<file path="config.mk">
export PLATFORM = sky130hd
export DESIGN_NAME = cl_divider
export DESIGN_NICKNAME = d
export VERILOG_FILES = /design/src/rtl/gf_pkg.sv /design/src/rtl/gf_degree.sv /design/src/rtl/cl_divider.sv
export SDC_FILE = /design/constraint.sdc
export NUM_CORES = 1
export LEC_CHECK = 0
export CAP_MARGIN = 20
export CORE_ASPECT_RATIO = 2
export CORE_MARGIN = 10
export CORE_UTILIZATION = 35
export CTS_CLUSTER_DIAMETER = 150
export DETAILED_ROUTE_END_ITERATION = 10
export PLACE_DENSITY_LB_ADDON = 0.1
export RECOVER_POWER = 50
export SYNTH_ARGS = -nofsm -noshare
export SYNTH_HDL_FRONTEND = slang
export SYNTH_SLANG_ARGS = --single-unit
</file>
<file path="constraint.sdc">
create_clock -name clk -period 4.1 [get_ports clk]
set_input_delay 1.23 -clock clk [delete_from_list [all_inputs] [get_ports clk]]
set_output_delay 1.23 -clock clk [all_outputs]
set_load 0.05 [all_outputs]
</file>
<file path="src/rtl/gf_pkg.sv">
// Shared definitions for the carry-less arithmetic units (adder, multiplier, divider).
package gf_pkg;

    localparam int GF_DATA_WIDTH = 32;

    typedef enum logic [1:0] {
        IDLE = 2'd0,
        RUN  = 2'd1,
        DONE = 2'd2
    } gf_state_e;

endpackage

</file>
<file path="src/rtl/gf_degree.sv">
// Priority encoder: index of the highest set bit of i_val, 0 when i_val is zero.
module gf_degree #(
    parameter int WIDTH     = 32,
    parameter int DEG_WIDTH = $clog2(WIDTH)
) (
    input  logic [WIDTH-1:0]     i_val,
    output logic [DEG_WIDTH-1:0] o_deg
);

    // Ascending scan so the highest set bit wins.
    always_comb begin
        o_deg = '0;
        for (int i = 0; i < WIDTH; i++) begin
            o_deg = i_val[i] ? DEG_WIDTH'(i) : o_deg;
        end
    end

endmodule

</file>
<file path="src/rtl/cl_divider.sv">
// Sequential GF(2)[x] long divider: one dividend bit per clock, quotient and remainder
// held in DONE until the consumer accepts them.
module cl_divider
    import gf_pkg::*;
#(
    parameter int DATA_WIDTH = GF_DATA_WIDTH,
    parameter int CNT_WIDTH  = $clog2(2*DATA_WIDTH)
) (
    input  logic                      clk,
    input  logic                      resetn,
    input  logic                      start,
    input  logic [2*DATA_WIDTH-1:0]   a,
    input  logic [DATA_WIDTH-1:0]     b,
    output logic                      busy,
    output logic                      out_valid,
    input  logic                      out_ready,
    output logic [2*DATA_WIDTH-1:0]   quotient,
    output logic [DATA_WIDTH-1:0]     remainder,
    output logic                      div_by_zero
);

    localparam int QW        = 2*DATA_WIDTH;
    localparam int DEG_WIDTH = $clog2(DATA_WIDTH);

    gf_state_e             r_state;
    gf_state_e             w_state_next;
    logic [QW-1:0]         r_a;
    logic [DATA_WIDTH-1:0] r_b;
    logic [DEG_WIDTH-1:0]  r_d;
    logic [DATA_WIDTH-1:0] r_rem;
    logic [QW-1:0]         r_q;
    logic [CNT_WIDTH-1:0]  r_cnt;
    logic [QW-1:0]         r_quotient;
    logic [DATA_WIDTH-1:0] r_remainder;
    logic                  r_dbz;
    logic                  r_busy;
    logic                  r_out_valid;

    logic [DEG_WIDTH-1:0]  w_deg;
    logic [DATA_WIDTH-1:0] w_t;
    logic                  w_qbit;
    logic [DATA_WIDTH-1:0] w_rem_next;
    logic [QW-1:0]         w_q_next;

    gf_degree #(
        .WIDTH     (DATA_WIDTH),
        .DEG_WIDTH (DEG_WIDTH)
    ) u_deg_b (
        .i_val (b),
        .o_deg (w_deg)
    );

    // One reduction step: r has degree < d, so t never exceeds degree d and fits DATA_WIDTH bits.
    always_comb begin
        w_t        = {r_rem[DATA_WIDTH-2:0], r_a[r_cnt]};
        w_qbit     = w_t[r_d];
        w_rem_next = w_qbit ? (w_t ^ r_b) : w_t;
        w_q_next   = r_q | (QW'(w_qbit) << r_cnt);
    end

    // Next-state logic.
    always_comb begin
        w_state_next = r_state;
        case (r_state)
            IDLE: begin
                if (start) begin
                    w_state_next = (b == '0) ? DONE : RUN;
                end else begin
                    w_state_next = IDLE;
                end
            end
            RUN: begin
                if (r_cnt == '0) begin
                    w_state_next = DONE;
                end else begin
                    w_state_next = RUN;
                end
            end
            DONE: begin
                if (out_ready) begin
                    w_state_next = IDLE;
                end else begin
                    w_state_next = DONE;
                end
            end
            default: w_state_next = IDLE;
        endcase
    end

    // State register.
    always_ff @(posedge clk) begin
        if (!resetn) begin
            r_state <= IDLE;
        end else begin
            r_state <= w_state_next;
        end
    end

    // Datapath and registered outputs.
    always_ff @(posedge clk) begin
        if (!resetn) begin
            r_a         <= '0;
            r_b         <= '0;
            r_d         <= '0;
            r_rem       <= '0;
            r_q         <= '0;
            r_cnt       <= '0;
            r_quotient  <= '0;
            r_remainder <= '0;
            r_dbz       <= 1'b0;
            r_busy      <= 1'b0;
            r_out_valid <= 1'b0;
        end else begin
            r_busy      <= (w_state_next != IDLE);
            r_out_valid <= (w_state_next == DONE);
            case (r_state)
                IDLE: begin
                    if (start) begin
                        r_a   <= a;
                        r_b   <= b;
                        r_d   <= w_deg;
                        r_rem <= '0;
                        r_q   <= '0;
                        r_cnt <= CNT_WIDTH'(QW-1);
                        if (b == '0) begin
                            r_quotient  <= '0;
                            r_remainder <= '0;
                            r_dbz       <= 1'b1;
                        end
                    end
                end
                RUN: begin
                    r_rem <= w_rem_next;
                    r_q   <= w_q_next;
                    r_cnt <= r_cnt - CNT_WIDTH'(1);
                    if (r_cnt == '0) begin
                        r_quotient  <= w_q_next;
                        r_remainder <= w_rem_next;
                        r_dbz       <= 1'b0;
                    end
                end
                default: begin
                end
            endcase
        end
    end

    assign busy        = r_busy;
    assign out_valid   = r_out_valid;
    assign quotient    = r_quotient;
    assign remainder   = r_remainder;
    assign div_by_zero = r_dbz;

endmodule

</file>
==> flow_metrics.tcl <==
set metrics [dict create \
    cts_post_setup_buffers_inserted 0 \
    synth_ff_type "dfxtp_1" \
    min_path_cells 2 \
    ys_types 65 \
    status "finished, violations left" \
    die_w_um 155.1 \
    worst_pin_slew_ps 1876 \
    fin_skew_ps 11.60 \
    path_max_fanout 54 \
    power_per_cell_area_nw_per_um2 442.1 \
    crit_arrival_ps 4240 \
    vias 11600 \
    gp_congestion 0.8289 \
    cts_resized 0 \
    syn_to_final_growth_pct 28.33 \
    setup-violations-final 0 \
    min_period_over_period_pct 92.20 \
    cp.required_ps 4560 \
    antenna_found_initial 0 \
    syn_avg_cell_area_um2 8.763 \
    relSlewSlack_pct -25.08 \
    fin_crit_ps 3780 \
    drive_gt1_share_pct 10.26 \
    hold_end "r_a[40]" \
    layout.nets 1726 \
    hold_class "flop to flop" \
    endpoint_kind "flop" \
    finalWirelength_um 44510 \
    fmax_mhz 264.6 \
    startpoint_type "primary input" \
    die_area_um2 45040 \
    die_h_um 290.3 \
    syn-num-nets 1561 \
    maxCapViolCount 3 \
    drt_pre_antenna_iters 5 \
    start_util_pct 35.23 \
    fin_ws_ps 320.0 \
    cts.path.max_buffers 3 \
    utilization_pct 45.21 \
    hold_viol 0 \
    cts_hold_buf 0 \
    reg2reg_to "r_q[45]" \
    grt_pass1_wl_um 68330 \
    antennaDiodeCount 0 \
    wl_per_cell_um 21.18 \
    final_cell_mix "303 x dfxtp_1, 290 x nand2_1, 141 x a21oi_1" \
    reg2reg_depth 9 \
    synth_edf_count 0 \
    ant_nets 0 \
    htree_levels 1 \
    hold_ws_ps 454.6 \
    io_pins 199 \
    core_um2 36290 \
    violations "capacitance limit, slew limit" \
    syn_inst 1459 \
    worstSetupPathType "primary input to flop" \
    r2r_slack_ps 560 \
    grt_max_degree 94 \
    grtUsageTotal_pct 18.94 \
    clock-sinks 303 \
    placementRows 99 \
    clkLatencyLatePin_ps 570 \
    rsz0062_at_grt "no" \
    clk_pin_slew_worst_paths_ps 60 \
    synth-seq-cells 303 \
    viasPerCell 5.519 \
    cts_tree "yes" \
    overflow 0 \
    p_leak_nw 6.327 \
    hp-start "r_a[40]" \
    syn_area_um2 12780 \
    r2r_start "r_cnt[2]" \
    synth_warnings 0 \
    synth-async-reset-ratio_pct 0 \
    layout_commonest_cell "dfxtp_1" \
    dp_hpwl_um 31530 \
    io_buffers 198 \
    slew_violations 194 \
    drc 0 \
    place_ws_ps -10.31 \
    grt_pass1_vias 11510 \
    cts_buffers 29 \
    vdd_ir_drop_max_v 0.0003844 \
    drtIter0Drc 704 \
    cts_root_buf "clkbuf_16" \
    seq_area_frac_synth_pct 47.45 \
]
[Yosys cell counts (18+ instances only)]
| library cell | number | area, um2 |
|---|---|---|
| buf_1 | 19 | 71.32 |
| nor3_1 | 31 | 155.2 |
| a211o_1 | 19 | 166.4 |
| o21ai_0 | 43 | 215.2 |
| nor4b_1 | 18 | 157.7 |
| nor4_1 | 36 | 225.2 |
| mux4_2 | 22 | 495.5 |
| nand2_1 | 291 | 1092 |
| nor2b_1 | 32 | 200.2 |
| inv_1 | 24 | 90.09 |
| a32o_1 | 18 | 180.2 |
| a31o_2 | 19 | 166.4 |
| nor2_1 | 90 | 337.8 |
| a21oi_1 | 141 | 705.7 |
| nand3_1 | 21 | 105.1 |
| dfxtp_1 | 303 | 6066 |
| a221o_1 | 29 | 290.3 |
| a22o_1 | 63 | 551.8 |
| nor3b_1 | 19 | 142.6 |
| clkbuf_1 | 81 | 304.0 |
[where the power goes]
group	leakage (nW)	switching (mW)	internal [mW]
registers	2.46	0.111	3.05
clock network	0.529	1.20	1.81
logic	3.34	0.707	0.377
[through the flow]
stage / instances / area [um2] / power (mW) / TNS, ps
final: 2101 / 16410 / 7.254 / 0
after global routing: 2101 / 16410 / 7.546 / 0
after floorplan: 1459 / 12780 / 3.864 / 0
after detailed placement: 2047 / 15360 / 4.324 / -22.28
after CTS: 2101 / 16430 / 7.340 / 0
after global placement: 2047 / 15360 / 4.318 / 0
[worst max path at each step]
stage,startpoint,end,slack (ps),depth (start not counted)
after global placement,b[17],remainder[7],60,10
after detailed placement,b[17],remainder[15],-10,11
after floorplan,b[16],remainder[21],600,10
after CTS,b[17],remainder[15],570,11
final,resetn,r_q[11],320,6
after global routing,start,r_a[58],180,5
[worst max-delay path: stages]
cell and delay (ps):
dlygate4sd3_1 680, clkinvlp_2 250, clkbuf_1 1340, nor2_4 30, buf_4 370, a22o_1 310
[sequential cells by signal, indices dropped and copies added (netlist names)]
register     cells
r_state          2
r_rem           31
quotient        64
r_b             32
r_a             64
r_cnt            6
div_by_zero      1
r_q             64
busy             1
remainder       32
r_d              5
out_valid        1
[cells by family after synthesis]
logic type	after synthesis	share of synthesized area, %
flops	303	47.45
fa+ha+maj	2	0.1957
xor+xnor	1	0.06852
simple gates	576	20.96
compound gates	395	21.76
buf+inv	148	4.747
mux	34	4.825
[metal layers]
layer  GRT usage (%)  part of all wire (%)  vias up
li1                -                     -     5618
met1           20.92                    38     5589
met2           35.42                    55      324
met3           2.993                   5.1       64
met4           6.153                   2.6        0
met5               0                     0        -
[layout make-up]
| class | count | area [um2] |
|---|---|---|
| repair buffers | 256 | 2446 |
| fillers | 3606 | 19890 |
| multi-input cells | 1008 | 6156 |
| clock inverters | 15 | 239.0 |
| clock buffers | 39 | 833.3 |
| inverters | 26 | 98.84 |
| well taps | 454 | 568.0 |
| flip-flops and latches | 303 | 6066 |
Note: power is estimated with default switching activity, not from simulation.
